[src/rtl/i2s_frame_seq_if.sv]
// Bus between the I2S register/FIFO layer and the frame sequencer.
// The master drives run/config/FIFO status; the slave (sequencer) returns timing, strobes and flags.
interface i2s_frame_seq_if #(
   parameter int DIV_W = 8,
   parameter int CNT_W = 5
);
   logic             en;
   logic             tx_en;
   logic             rx_en;
   logic [DIV_W-1:0] clk_div;
   logic [1:0]       word_len;
   logic             tx_empty;
   logic             rx_full;
   logic             clr_flags;

   logic             sck;
   logic             ws;
   logic             sck_rise_p;
   logic             sck_fall_p;
   logic [CNT_W-1:0] bit_idx;
   logic             tx_ren;
   logic             rx_wen;
   logic             underrun;
   logic             overrun;
   logic             busy;

   modport master (
      output en, tx_en, rx_en, clk_div, word_len, tx_empty, rx_full, clr_flags,
      input  sck, ws, sck_rise_p, sck_fall_p, bit_idx, tx_ren, rx_wen, underrun, overrun, busy
   );

   modport slave (
      input  en, tx_en, rx_en, clk_div, word_len, tx_empty, rx_full, clr_flags,
      output sck, ws, sck_rise_p, sck_fall_p, bit_idx, tx_ren, rx_wen, underrun, overrun, busy
   );
endinterface

[src/rtl/i2s_frame_seq.sv]
// I2S frame sequencer: divides pclk into sck/ws, tracks bit position and schedules
// Tx FIFO reads / Rx FIFO writes at word boundaries. Owns timing only, no data.
module i2s_frame_seq #(
   parameter int DIV_W = 8,
   parameter int CNT_W = 5
) (
   input  logic            pclk,
   input  logic            preset,
   i2s_frame_seq_if.slave  bus
);
   typedef enum logic [1:0] {
      ST_IDLE  = 2'd0,
      ST_START = 2'd1,
      ST_RUN   = 2'd2,
      ST_STOP  = 2'd3
   } state_t;

   state_t           state_q, state_d;
   logic [DIV_W-1:0] div_cnt_q, div_cnt_d;
   logic [DIV_W-1:0] div_l_q, div_l_d;
   logic [1:0]       wl_q, wl_d;
   logic [CNT_W-1:0] bit_idx_q, bit_idx_d;
   logic             sck_q, sck_d;
   logic             ws_q, ws_d;
   logic             rx_pend_q, rx_pend_d;
   logic             underrun_q, underrun_d;
   logic             overrun_q, overrun_d;

   logic             active;
   logic             terminal;
   logic             rise_evt;
   logic             fall_evt;
   logic [CNT_W-1:0] wl_last;
   logic             bit_last;
   logic             word_end;
   logic             final_end;
   logic             tx_need;
   logic             tx_load;
   logic             tx_starve;
   logic             rx_capture;
   logic             rx_write;
   logic             rx_lost;

   // Word lengths are multiples of 8, so the last bit index is {wl,3'b111}.
   assign wl_last    = CNT_W'({wl_q, 3'b111});
   assign active     = (state_q == ST_RUN) || (state_q == ST_STOP);
   assign terminal   = active && (div_cnt_q == div_l_q);
   assign rise_evt   = terminal && !sck_q;
   assign fall_evt   = terminal && sck_q;
   assign bit_last   = (bit_idx_q == wl_last);
   assign word_end   = fall_evt && bit_last;
   assign final_end  = (state_q == ST_STOP) && !bus.en && word_end && ws_q;

   // A Tx word is needed for the first left word and for every word that follows a boundary,
   // except the boundary that ends the run.
   assign tx_need    = (state_q == ST_START) || (word_end && !final_end);
   assign tx_load    = tx_need && bus.tx_en && !bus.tx_empty;
   assign tx_starve  = tx_need && bus.tx_en && bus.tx_empty;

   // The last bit is sampled on the rise; the word is complete in the shifter one cycle later.
   assign rx_capture = rise_evt && bit_last && bus.rx_en;
   assign rx_write   = rx_pend_q && !bus.rx_full;
   assign rx_lost    = rx_pend_q && bus.rx_full;

   always_comb begin
      state_d    = state_q;
      div_cnt_d  = div_cnt_q;
      div_l_d    = div_l_q;
      wl_d       = wl_q;
      bit_idx_d  = bit_idx_q;
      sck_d      = sck_q;
      ws_d       = ws_q;
      rx_pend_d  = rx_capture;
      underrun_d = tx_starve || (underrun_q && !bus.clr_flags);
      overrun_d  = rx_lost || (overrun_q && !bus.clr_flags);

      case (state_q)
         ST_IDLE: begin
            if (bus.en) begin
               state_d = ST_START;
            end
         end
         ST_START: begin
            div_l_d   = bus.clk_div;
            wl_d      = bus.word_len;
            div_cnt_d = '0;
            bit_idx_d = '0;
            sck_d     = 1'b0;
            ws_d      = 1'b0;
            state_d   = ST_RUN;
         end
         ST_RUN: begin
            if (!bus.en) begin
               state_d = ST_STOP;
            end
         end
         ST_STOP: begin
            if (bus.en) begin
               state_d = ST_RUN;
            end
         end
         default: begin
            state_d = ST_IDLE;
         end
      endcase

      if (active) begin
         if (terminal) begin
            div_cnt_d = '0;
            sck_d     = !sck_q;
         end else begin
            div_cnt_d = div_cnt_q + DIV_W'(1);
         end

         if (fall_evt) begin
            if (bit_last) begin
               bit_idx_d = '0;
               ws_d      = !ws_q;
               // Configuration only takes effect at a frame boundary so frames stay uniform.
               if (ws_q) begin
                  div_l_d = bus.clk_div;
                  wl_d    = bus.word_len;
               end
            end else begin
               bit_idx_d = bit_idx_q + CNT_W'(1);
            end
         end

         if (final_end) begin
            state_d   = ST_IDLE;
            sck_d     = 1'b0;
            ws_d      = 1'b0;
            bit_idx_d = '0;
            div_cnt_d = '0;
         end
      end
   end

   always_ff @(posedge pclk or negedge preset) begin
      if (!preset) begin
         state_q    <= ST_IDLE;
         div_cnt_q  <= '0;
         div_l_q    <= '0;
         wl_q       <= '0;
         bit_idx_q  <= '0;
         sck_q      <= 1'b0;
         ws_q       <= 1'b0;
         rx_pend_q  <= 1'b0;
         underrun_q <= 1'b0;
         overrun_q  <= 1'b0;
      end else begin
         state_q    <= state_d;
         div_cnt_q  <= div_cnt_d;
         div_l_q    <= div_l_d;
         wl_q       <= wl_d;
         bit_idx_q  <= bit_idx_d;
         sck_q      <= sck_d;
         ws_q       <= ws_d;
         rx_pend_q  <= rx_pend_d;
         underrun_q <= underrun_d;
         overrun_q  <= overrun_d;
      end
   end

   assign bus.sck        = sck_q;
   assign bus.ws         = ws_q;
   assign bus.sck_rise_p = rise_evt;
   assign bus.sck_fall_p = fall_evt;
   assign bus.bit_idx    = bit_idx_q;
   assign bus.tx_ren     = tx_load;
   assign bus.rx_wen     = rx_write;
   assign bus.underrun   = underrun_q;
   assign bus.overrun    = overrun_q;
   assign bus.busy       = (state_q != ST_IDLE);
endmodule

[src/flat_wrapper.sv]
// flat-port wrapper written by rule: the top's interface ports become plain ports
module i2s_frame_seq_flat 
#(
   parameter int DIV_W = 8,
   parameter int CNT_W = 5
)
  (pclk, preset, bus_en, bus_tx_en, bus_rx_en, bus_clk_div, bus_word_len, bus_tx_empty, bus_rx_full, bus_clr_flags, bus_sck, bus_ws, bus_sck_rise_p, bus_sck_fall_p, bus_bit_idx, bus_tx_ren, bus_rx_wen, bus_underrun, bus_overrun, bus_busy);
  i2s_frame_seq_if #(.DIV_W(DIV_W), .CNT_W(CNT_W)) bus_i ();
  input  logic pclk;
  input  logic preset;
  input wire logic [$bits(bus_i.en)-1:0] bus_en;
  input wire logic [$bits(bus_i.tx_en)-1:0] bus_tx_en;
  input wire logic [$bits(bus_i.rx_en)-1:0] bus_rx_en;
  input wire logic [$bits(bus_i.clk_div)-1:0] bus_clk_div;
  input wire logic [$bits(bus_i.word_len)-1:0] bus_word_len;
  input wire logic [$bits(bus_i.tx_empty)-1:0] bus_tx_empty;
  input wire logic [$bits(bus_i.rx_full)-1:0] bus_rx_full;
  input wire logic [$bits(bus_i.clr_flags)-1:0] bus_clr_flags;
  output wire logic [$bits(bus_i.sck)-1:0] bus_sck;
  output wire logic [$bits(bus_i.ws)-1:0] bus_ws;
  output wire logic [$bits(bus_i.sck_rise_p)-1:0] bus_sck_rise_p;
  output wire logic [$bits(bus_i.sck_fall_p)-1:0] bus_sck_fall_p;
  output wire logic [$bits(bus_i.bit_idx)-1:0] bus_bit_idx;
  output wire logic [$bits(bus_i.tx_ren)-1:0] bus_tx_ren;
  output wire logic [$bits(bus_i.rx_wen)-1:0] bus_rx_wen;
  output wire logic [$bits(bus_i.underrun)-1:0] bus_underrun;
  output wire logic [$bits(bus_i.overrun)-1:0] bus_overrun;
  output wire logic [$bits(bus_i.busy)-1:0] bus_busy;
  assign bus_i.en = bus_en;
  assign bus_i.tx_en = bus_tx_en;
  assign bus_i.rx_en = bus_rx_en;
  assign bus_i.clk_div = bus_clk_div;
  assign bus_i.word_len = bus_word_len;
  assign bus_i.tx_empty = bus_tx_empty;
  assign bus_i.rx_full = bus_rx_full;
  assign bus_i.clr_flags = bus_clr_flags;
  assign bus_sck = bus_i.sck;
  assign bus_ws = bus_i.ws;
  assign bus_sck_rise_p = bus_i.sck_rise_p;
  assign bus_sck_fall_p = bus_i.sck_fall_p;
  assign bus_bit_idx = bus_i.bit_idx;
  assign bus_tx_ren = bus_i.tx_ren;
  assign bus_rx_wen = bus_i.rx_wen;
  assign bus_underrun = bus_i.underrun;
  assign bus_overrun = bus_i.overrun;
  assign bus_busy = bus_i.busy;
  i2s_frame_seq #(.DIV_W(DIV_W), .CNT_W(CNT_W)) u_core (.pclk(pclk), .preset(preset), .bus(bus_i));
endmodule
[config.mk]
export PLATFORM = sky130hd
export DESIGN_NAME = i2s_frame_seq_flat
export DESIGN_NICKNAME = d
export VERILOG_FILES = /design/src/rtl/i2s_frame_seq_if.sv /design/src/rtl/i2s_frame_seq.sv /design/src/flat_wrapper.sv
export SDC_FILE = /design/constraint.sdc
export NUM_CORES = 1
export LEC_CHECK = 0
export BUFFER_PORTS_ARGS = -buffer_cell sky130_fd_sc_hd__buf_2
export CORE_AREA = 2 2 57 59
export DETAILED_ROUTE_END_ITERATION = 10
export DIE_AREA = 0 0 59 61
export GPL_TIMING_DRIVEN = 1
export PLACE_DENSITY = 0.82
export SYNTH_ARGS = -nofsm -noshare
export SYNTH_HDL_FRONTEND = slang
export SYNTH_SLANG_ARGS = --single-unit
[constraint.sdc]
create_clock -name pclk -period 2.5 [get_ports pclk]
set_clock_uncertainty 0.15 [all_clocks]
set_input_delay 0.375 -clock pclk [delete_from_list [all_inputs] [get_ports pclk]]
set_output_delay 0.375 -clock pclk [all_outputs]
set_load 0.02 [all_outputs]
==> results of run 1 <==
[what timing repair did]
item | in CTS | in global routing
pin swaps | 6 | 6
setup endpoints to repair | 1 | 2
setup buffers | 7 | 3
hold endpoints to repair | 30 | 0
resized for setup | 15 | 4
hold buffers | 1 | 0
[metal layers]
metal | track usage | up-vias
li1 | - | 622
met1 | 0.2350 | 627
met2 | 0.4000 | 40
met3 | 0.06183 | 4
met4 | 0.1006 | 0
met5 | 0 | -
[area by class of cell]
type,instances,area [µm²]
Multi-Input combinational cell,107,843.3
Timing Repair Buffer,43,250.2
Fill cell,220,997.2
Clock buffer,6,51.30
Sequential cell,30,754.5
Inverter,4,15.01
Tap cell,33,41.29
[power breakdown]
group	internal, mW	switching (mW)
logic	0.276	0.205
registers	0.575	0.124
clock network	0.126	0.159
total	0.977	0.488
[state kept, by name (all words and copies together) (netlist names)]
register	count
u_core.div_cnt_q	8
u_core.div_l_q	8
u_core.bus.bit_idx	5
u_core.state_q	2
u_core.wl_q	2
u_core.bus.overrun	1
u_core.bus.sck	1
u_core.bus.underrun	1
u_core.bus.ws	1
u_core.rx_pend_q	1
[cell families (layout without fill, tap and decap cells)]
kind of cell,after synthesis,after routing,share of synthesized area
xor+xnor,13,13,0.07374
flops,30,30,0.4862
simple gates,54,54,0.2018
fa+ha+maj,2,2,0.01620
mux,11,11,0.07942
compound gates,27,27,0.1232
buf+inv,7,53,0.01944
[cell usage in the layout (no fill, tap or decap), types with 2 or more instances in the layout]
cell,Yosys,final
buf_2,3,30
and3_1,6,6
inv_1,4,4
and4_4,0,3
nor2_1,5,5
nand3_1,8,8
o21ai_0,7,7
a31o_2,2,2
dfrtp_2,0,3
buf_4,0,12
nand2b_1,4,4
dfrtp_1,30,27
mux2_2,9,9
xnor2_1,10,2
clkbuf_4,0,5
nand2_1,14,14
or3_1,2,2
xor2_1,3,3
ha_1,2,2
a31oi_1,4,4
a21oi_1,4,4
xnor2_2,0,8
[worst max-delay path by stage]
stage	start	to	slack [ns]	cells after the start
2_1_floorplan	u_core.div_cnt_q[3]	bus_tx_ren	0.1	6
3_3_place_gp	u_core.div_cnt_q[3]	bus_tx_ren	0.27	6
3_5_place_dp	u_core.div_cnt_q[5]	bus_tx_ren	0.18	6
4_1_cts	u_core.div_cnt_q[5]	bus_tx_ren	0.03	6
5_1_grt	u_core.div_cnt_q[6]	bus_tx_ren	-0.01	6
6_report	u_core.div_cnt_q[6]	bus_tx_ren	0.05	6
[through the flow]
step / area (µm²) / hold WS [ns]
after floorplan: 1544 / -0.07059
after global placement: 1733 / 0.2863
after detailed placement: 1733 / 0.2968
after CTS: 1927 / 0.09310
after global routing: 1956 / 0.09503
final: 1956 / 0.09076
[worst register-to-register path, delay by kind of cell (launching register included)]
kind | cells | cell delay (ns)
DFF | 1 | 0.44
and+or+nand+nor | 3 | 0.41
muxes | 1 | 0.39
AOI/OAI and AO/OA | 1 | 0.36
adders and majority gates | 1 | 0.24
buffers and inverters | 1 | 0.18
==> results.md, run 1 <==
- Site Rows: 20
- Initial antenna violation count: 0
- Clk_lat worst skew: around 0.33 ns
- Worst EP arrival: between 1.5 and 2 ns
- Hold EP: u_core.bus.underrun
- Pwr per Cell Area: about 750 mW/mm²
- Chip height: between 60 and 70 µm
- Startpoint types: register
- Worst endpoint required time: 1.98 ns
- Seq/Total Area, Yosys: 0.4862
- Via density: approximately 5.8
- Core area: approximately 0.003 mm²
- Layout cells sized above 1: 0.4263
- Gate Count Post-Synth: between 100 and 150
- Synth warn: 0
- Synth Flop Type: dfrtp_1
- Setup TNS: 0 ns
- Final setup fails: 0
- Final max-slew violation count: 0
- Area growth syn-to-layout: 26.66%
- CTS root buf: clkbuf_4
- Port buffer count: 31
- GRT overflow: 0
- Detailed Routing Iterations Pass 1: 4
- DRT antenna net count: 0
- Top layer in use: met4
- Yosys reg bits: 30
- Post-synth ARST share: 1.000
- Max stage delay cell, worst path: dfrtp_1
- Worst VDD drop: ~600 µV
- Hold Path Class: primary input to register
- Detailed-route via count: 1,293
- CP max stage delay: about 0.42 ns
- Largest net degree at the start of global routing: 31
- Metal3 WL: approximately 150 µm
- ANT cells: 0
- Worst r2r src: u_core.bus.bit_idx[0]
- DR WL met2: roughly 1900 µm
- Slew @ Worst Pin: 0.6753 ns
- Die footprint: between 0.003 and 0.004 mm²
- Starting Density: 0.5229
- Worst slack, placed: ~0.18 ns
- Reg2reg setup slack: 0.21 ns
- Top post-synthesis cells by count: dfrtp_1, nand2_1, xnor2_1
- Clock sink count: 30
- Crit path capture type: output pin
- HPWL after DPL: between 2000 and 2500 µm
- Finished Layout Cells: ~220
- Syn avg cell area: 10.72 µm²
- Post-route DRC: 0
- Layout Utilization: 0.6623
- Reg2Reg Depth: 7
- Relative slew slack: 0.5498
- Tmin final: 2.452 ns
- Min setup slack post-route: 0.04779 ns
- WHS Path Cells: 2
- Final hold vios: 0
- Ports: 32
- Most frequent CP cell: and4_4
- Netlist cell types: 42
- Leak pwr: 0.9461 nW
- TritonCTS clock tree: yes
- Post-synth top area share: 0.4862
- Leading area contributor after synthesis: dfrtp_1
- RR Endpoint: u_core.wl_q[0]
- Crit path max-delay family: simple AND/OR/NAND/NOR gates
- Worst-path clk slew: about 0.090 ns
- Period utilisation layout: 0.9809
- RD Place Congestion: ~0.88
- Number of flops mapped to enable cells by yosys: 0
- CTS Buf Count: 5
- Largest cells by area after synthesis: dfrtp_1, mux2_2, xnor2_1
- Vias in the first global route: approximately 1,300
- Nets: about 210
- Global Route Usage Sum: 0.2191
- Inst Count DP: just over 200
- Status: finished clean
- Post-Syn Area: between 0.0015 and 0.002 mm²
- First-pass GRT wire length: around 5700 µm
- Synth Net Count: ~160
- Chip Width: 59 µm
- Routed length on met1: 1427 µm
- Setup CP Type: register to output pin
- Htree depth: 2
- Fmax: 0.4078 GHz
- Longest Clk Path Bufs: 2
- Hold_sp: bus_clr_flags
- Total wire length: 3522 µm
- Iteration-0 DRC Markers: 60
- Crit-path max FO: 4
- Pwr Total: around 1.5 mW
- Dominant cell by count in the synthesized netlist: dfrtp_1
- WL/cell: between 15 and 20 µm
- Cell chain of the critical path: xnor2_2 > and4_4 > and4_4 > a32oi_2 > nor3b_2 > buf_4
- Worst Path Buf+Inv: 1
- Max-cap violations: 0
Note: power is estimated with default switching activity, not from simulation.
==> run 2: changes to the inputs <==
--- a/config.mk
+++ b/config.mk
@@ -6,11 +6,11 @@
 export NUM_CORES = 1
 export LEC_CHECK = 0
 export BUFFER_PORTS_ARGS = -buffer_cell sky130_fd_sc_hd__buf_2
-export CORE_AREA = 2 2 57 59
+export CORE_AREA = 2 2 52 66
 export DETAILED_ROUTE_END_ITERATION = 10
-export DIE_AREA = 0 0 59 61
+export DIE_AREA = 0 0 54 68
 export GPL_TIMING_DRIVEN = 1
-export PLACE_DENSITY = 0.82
+export PLACE_DENSITY = 0.81
 export SYNTH_ARGS = -nofsm -noshare
 export SYNTH_HDL_FRONTEND = slang
 export SYNTH_SLANG_ARGS = --single-unit
==> run 2 against run 1 <==
  * Sequential share of layout area fell by 0.59 points
  * Cell area rose by 2.6%
  * Sequential power rose by 1%
  * Global-route usage fell by 1.3 points
  * Via count rose by 1.5%
==> results.md, run 2 (synthesis gave the netlist of run 1 again) <==
- Initial antenna violation count: 0 (unchanged)
- Nets: 211 (unchanged)
- Worst r2r src: u_core.bus.bit_idx[0]
- Worst-path clk slew: 0.06 ns (-0.03 ns)
- Fmax: 0.4047 GHz (-0.75%)
- Commonest non-fill, non-tap cell in the layout: buf_2
- Total wire length: 3541 µm (+0.54%)
- Detailed Routing Iterations Pass 1: 4 (unchanged)
- HPWL after DPL: 2419 µm (+0.29%)
- Pwr Total: 1.540 mW (+5.1%)
- Longest Clk Path Bufs: 2 (unchanged)
- Final setup fails: 0 (unchanged)
- Pwr per Cell Area: 767.8 mW/mm² (+2.5%)
- Ports: 32 (unchanged)
- Worst VDD drop: 574.8 µV (-3.7%)
- Setup CP Type: register to output pin
- Die footprint: 0.003672 mm² (+2.0%)
- GRT overflow: 0 (unchanged)
- Layout Utilization: 0.6453 (-0.01696)
- Finished Layout Cells: 229 (+2.7%)
- Chip height: 68 µm (+11%)
- Port buffer count: 31 (unchanged)
- Relative slew slack: 0.5697 (+0.01992)
- Hold Path Class: primary input to register
- Global Route Usage Sum: 0.2065 (-0.01265)
- Period utilisation layout: 0.9883 (+0.007443)
- Core area: 0.003108 mm² (+5.3%)
- Clk_lat worst skew: 0.28 ns (-0.05 ns)
- Worst endpoint required time: 1.98 ns (about the same)
- Chip Width: 54 µm (-8.5%)
- Crit path capture type: output pin
- WL/cell: 15.46 µm (-2.1%)
- Largest net degree at the start of global routing: 31 (unchanged)
- Startpoint types: register
- DP Area: 0.001738 mm² (+0.29%)
- Detailed-route via count: 1,312 (+1.5%)
- Post-route DRC: 0 (unchanged)
- TritonCTS clock tree: yes
- CTS Buf Count: 5 (unchanged)
- Area growth syn-to-layout: 29.90%
- Via density: 5.729 (-1.2%)
- Final max-slew violation count: 0 (unchanged)
- RD Place Congestion: 0.8565 (-3.1%)
- CTS root buf: clkbuf_8
- Crit-path max FO: 5 (+1)
- Htree depth: 2 (unchanged)
- Max-cap violations: 0 (unchanged)
- Most frequent cells in the layout: buf_2, dfrtp_1, nand2_1
- Worst EP arrival: 1.95 ns (+0.02 ns)
- Final hold vios: 0 (unchanged)
- Vias in the first global route: 1,212 (-3.9%)
- Iteration-0 DRC Markers: 37 (-38%)
- First-pass GRT wire length: 5188 µm (-9.0%)
- Hold_sp: bus_clr_flags
- Crit path launch: u_core.div_cnt_q[7]
- Tmin final: 2.471 ns (+0.01861 ns)
- Clock sink count: 30 (unchanged)
- Starting Density: 0.4968 (-0.02610)
- Site Rows: 23 (+15%)
- Status: finished clean
- Slew @ Worst Pin: 0.6455 ns (-0.02987 ns)
- DRT antenna net count: 0 (unchanged)
- ANT cells: 0 (unchanged)
- Layout cells sized above 1: 0.4583 (+0.03202)
- Inst Count DP: 210 (+1.9%)
- Leak pwr: 0.9573 nW (+1.2%)
- Design area: 0.002006 mm² (+2.6%)
-- run 2: final timing paths --
kind,end,slack [ns],depth (start not counted)
max reg2reg,u_core.div_l_q[3],0.18,7
max,bus_tx_ren,0.03,6
max in group asynchronous,u_core.state_q[1],1.23,2
min reg2reg,u_core.bus.overrun,0.33,2
min,u_core.bus.overrun,0.16,2
min in group asynchronous,u_core.bus.bit_idx[4],0.51,2
-- run 2: what timing repair did --
item,4_1_cts,5_1_grt
hold buffers,1,0
endpoints found under the setup margin,1,1
endpoints found under the hold margin,30,0
resized for setup,8,16
pin swaps,0,6
buffers inserted,0,10
-- run 2: cell type report --
class,count,area (µm²)
inverter,4,15.01
clock buffer,7,86.33
clock inverter,1,5.005
timing repair buffer,43,247.7
tap,37,46.29
sequential,30,762.0
fill,259,1102
multi-input combinational,107,843.3
-- run 2: layer usage --
layer  global-route usage  up-vias  wire length, µm
met2               0.3720       42             1914
li1                     -      616                -
met4              0.08438        0              104
met5                    0        -                0
met3              0.08515        8              183
met1               0.2043      646             1338
-- run 2: worst max-delay path, stage by stage (launching register included) --
cell and delay [ns]:
dfrtp_2 0.42, xnor2_2 0.22, and4_4 0.27, and4_4 0.26
a32oi_2 0.12, nor3b_2 0.20, buf_2 0.18
-- run 2: per-stage QoR --
step                hold WS [ns]  worst slack [ns]  TNS [ns]
global route              0.1386          -0.03268  -0.03268
detailed placement        0.2880            0.2157         0
finish                    0.1605           0.02918         0
CTS                       0.1474          0.009864         0
floorplan               -0.07059           0.09524         0
global placement          0.2800            0.2705         0
-- run 2: report_power, final --
group | leakage, nW | internal (mW) | switching, mW
combinational | 0.546 | 0.258 | 0.182
clock | 0.0482 | 0.221 | 0.171
sequential | 0.363 | 0.583 | 0.124
==> run 3: changes to the inputs <==
--- a/config.mk
+++ b/config.mk
@@ -5,12 +5,13 @@
 export SDC_FILE = /design/constraint.sdc
 export NUM_CORES = 1
 export LEC_CHECK = 0
+export ABC_AREA = 1
 export BUFFER_PORTS_ARGS = -buffer_cell sky130_fd_sc_hd__buf_2
-export CORE_AREA = 2 2 52 66
+export CORE_AREA = 2 2 57 72
 export DETAILED_ROUTE_END_ITERATION = 10
-export DIE_AREA = 0 0 54 68
+export DIE_AREA = 0 0 59 74
 export GPL_TIMING_DRIVEN = 1
-export PLACE_DENSITY = 0.81
+export PLACE_DENSITY = 0.84
 export SYNTH_ARGS = -nofsm -noshare
 export SYNTH_HDL_FRONTEND = slang
 export SYNTH_SLANG_ARGS = --single-unit
==> run 3 against run 2 <==
  * The run now ends with hold timing left
  * Setup slack better by 0.16 ns
  * Area after synthesis is 33% higher
  * Count of clock-buffer cells in the layout stayed put
  * Clock power is 6.6% lower
  * Combinational power is 110% higher
  * Utilization is 2.5 points lower
  * Maximum frequency is 6.8% higher
  * First-iteration DRC count is 140% higher
  * Flip-flop and latch count stayed put
  * Synthesized cell count is 100% higher
  * Via count is 48% higher
  * Cell count is 59% higher
  * Critical endpoint unchanged
==> results.md, run 3 <==
- Setup TNS: 0 ns (unchanged)
- WL/cell: 12.07 µm (-22%)
- Max-cap violations: 0 (unchanged)
- Crit path max-delay family: simple AND/OR/NAND/NOR gates
- Synth Net Count: 312 (+90%)
- Vias in the first global route: 1,795 (+48%)
- GRT overflow: 0 (unchanged)
- Area growth syn-to-layout: 11.80%
- HPWL after DPL: 3199 µm (+32%)
- Clock sink count: 30 (unchanged)
- Cts hold-fix bufs: 0 (-1)
- Site Rows: 25 (+8.7%)
- Register area: 754.5 µm² (-0.99%)
- Final hold vios: 30 (+30)
- Net Sw Frac: 0.4226 (+0.1126)
- Final max-slew violation count: 0 (unchanged)
- Crit-path max FO: 6 (+1)
- Reg2Reg Depth: 10 (+3)
- Chip Width: 59 µm (+9.3%)
- Sequential power share: 0.390 (-0.069)
- Synth warn: 0 (unchanged)
- Die footprint: 0.004366 mm² (+19%)
- Detailed-route via count: 1,945 (+48%)
- First-pass GRT wire length: 7258 µm (+40%)
- Final setup fails: 0 (unchanged)
- TritonCTS clock tree: yes
- Gate Count Post-Synth: 292 (+100%)
- Slew @ Worst Pin: 0.6732 ns (+0.02769 ns)
- DRT antenna net count: 0 (unchanged)
- Netlist cell types: 30 (-29%)
- Core area: 0.003691 mm² (+19%)
- Longest Clk Path Bufs: 2 (unchanged)
- Dominant cell by count in the synthesized netlist: nand2_1
- Failing checks: hold timing
- Seq/Total Area, Yosys: 0.3667 (-0.1195)
- Hold Slack: -0.02592 ns (-0.1864 ns)
- Top post-synthesis cells by count: nand2_1, inv_1, dfrtp_1
- CTS Buf Count: 5 (unchanged)
- Pwr Total: 2.108 mW (+37%)
- Global Route Usage Sum: 0.2155 (+0.009066)
- Post-route DRC: 0 (unchanged)
- Iteration-0 DRC Markers: 87 (+140%)
- Total wire length: 4381 µm (+24%)
- P_int: 1.217 mW (+15%)
- Number of flops mapped to enable cells by yosys: 0 (unchanged)
- Port buffer count: 31 (unchanged)
- Via density: 5.358 (-6.5%)
- Status: finished with violations
- Starting Density: 0.5546 (+0.05780)
- Most frequent CP cell: nand2_1
- Layout cells sized above 1: 0.1858 (-0.2726)
- Fillcell total: 342 (+32%)
- Leading area contributor after synthesis: dfrtp_1
- P_sw: 0.8908 mW (+87%)
- Post-synth top area share: 0.3667 (-0.1195)
- Synth Flop Type: dfrtp_1
- Fmax: 0.4323 GHz (+6.8%)
- Worst slack, placed: 0.3759 ns (+0.1602 ns)
- Syn avg cell area: 7.010 µm² (-35%)
- Chip height: 74 µm (+8.8%)
- Ports: 32 (unchanged)
- Worst-path clk slew: 0.06 ns (about the same)
- Period utilisation layout: 0.9253 (-0.06299)
- CTS root buf: clkbuf_8
- Cell chain of the critical path: nand2_1 > nand2_1 > nor2_1 > nand3_1 > nor2_4 > nand4_1 > nand2_1 > nand2_1 > nor2_1 > buf_2
- Setup CP Type: register to output pin
- Worst EP arrival: 1.79 ns (-0.16 ns)
- Combinational Power Share: 0.436 (+0.150)
- Initial antenna violation count: 0 (unchanged)
- Worst endpoint required time: 1.98 ns (about the same)
- Finished Layout Cells: 363 (+59%)
- Post-synth ARST share: 1.000 (unchanged)
- ANT cells: 0 (unchanged)
- Clock power share: 0.174 (-0.081)
- Clk_lat worst skew: 0.28 ns (about the same)
- Tmin final: 2.313 ns (-0.1575 ns)
- Crit path capture type: output pin
- Yosys reg bits: 30 (unchanged)
- Min setup slack post-route: 0.1867 ns (+0.1575 ns)
- Htree depth: 2 (unchanged)
- Commonest non-fill, non-tap cell in the layout: nand2_1
- RD Place Congestion: 0.8817 (+2.9%)
- Inst Count DP: 356 (+70%)
- Area of the multi-input gates: 0.001047 mm² (+24%)
- Pwr per Cell Area: 921.2 mW/mm² (+20%)
- Most frequent cells in the layout: nand2_1, inv_1, buf_2
- Levels on crit path: 10 (+4)
- Worst Path Buf+Inv: 1 (unchanged)
- Worst VDD drop: 484.8 µV (-16%)
- Relative slew slack: 0.5512 (-0.01846)
- Nets: 343 (+63%)
- RSZ-0062 raised after global routing: no
- Hold Path Class: primary input to async pin
- CP max stage delay: 0.46 ns (+0.04 ns)
- Leak pwr: 1.244 nW (+30%)
- Post-Syn Area: 0.002047 mm² (+33%)
- Startpoint types: register
- Largest net degree at the start of global routing: 31 (unchanged)
- Detailed Routing Iterations Pass 1: 4 (unchanged)
- Largest cells by area after synthesis: dfrtp_1, nand2_1, inv_1
- Max stage delay cell, worst path: dfrtp_1
run 3: cell count changes after synthesis, sizes merged, moves of 7 or more:
cell / before / now
inv: 4 / 50
mux2: 10 / 0
nand2: 14 / 86
nand3: 9 / 16
nor2: 5 / 16
o21ai: 8 / 52
run 3: through the flow:
step / util / cell area, µm²
floorplan: - / 2047
global placement: 0.5969 / 2203
detailed placement: 0.5969 / 2203
CTS: 0.6176 / 2280
global route: 0.6200 / 2288
finish: 0.6200 / 2288
run 3: cells by family (layout without fill, tap and decap cells):
kind of cell	count (synthesis)	after routing	synth area share
AOI/OAI and AO/OA	61	61	0.1711
xor gates and xnor gates	10	10	0.04279
adders and majority gates	2	2	0.01222
buffers and inverters	59	90	0.1241
DFF	30	30	0.3667
muxes	1	1	0.004890
and+or+nand+nor	129	129	0.2781
run 3: worst paths after layout:
kind	from	end	slack [ns]
worst max-delay path	u_core.div_cnt_q[2]	bus_tx_ren	0.19
worst min-delay path	preset	u_core.div_cnt_q[4]	-0.03
worst max register to register	u_core.state_q[1]	u_core.div_l_q[7]	0.59
worst min register to register	u_core.bus.underrun	u_core.bus.underrun	0.33
max in group asynchronous	preset	u_core.state_q[1]	1.75
min in group pclk	bus_rx_en	u_core.rx_pend_q	0.17
run 3: power by group through the flow:
stage | logic [mW] | registers [mW] | clock network [mW]
3_5_place_dp | 0.903 | 0.822 | 0
5_1_grt | 1.07 | 0.845 | 0.395
3_3_place_gp | 0.876 | 0.817 | 0
2_1_floorplan | 0.730 | 0.792 | 0
4_1_cts | 0.910 | 0.814 | 0.375
6_report | 0.919 | 0.822 | 0.367
run 3: timing repair:
action | CTS | global route
resized for setup | 0 | 4
buffers inserted | 0 | 0
setup endpoints to repair | 0 | 1
run 3: metal layers:
layer | vias to the layer above | global-route usage | part of all wire
met5 | - | 0 | 0
met3 | 8 | 0.05043 | 0.031
met4 | 0 | 0.08586 | 0.020
met2 | 37 | 0.3938 | 0.52
met1 | 913 | 0.2376 | 0.43
li1 | 987 | - | -
run 3: area by class of cell:
| class | instances | share of cell area |
|---|---|---|
| sequential | 30 | 0.3297 |
| tap | 40 | 0.02187 |
| multi-input combinational | 203 | 0.4576 |
| inverter | 50 | 0.08311 |
| clock buffer | 7 | 0.03335 |
| timing repair buffer | 33 | 0.07436 |
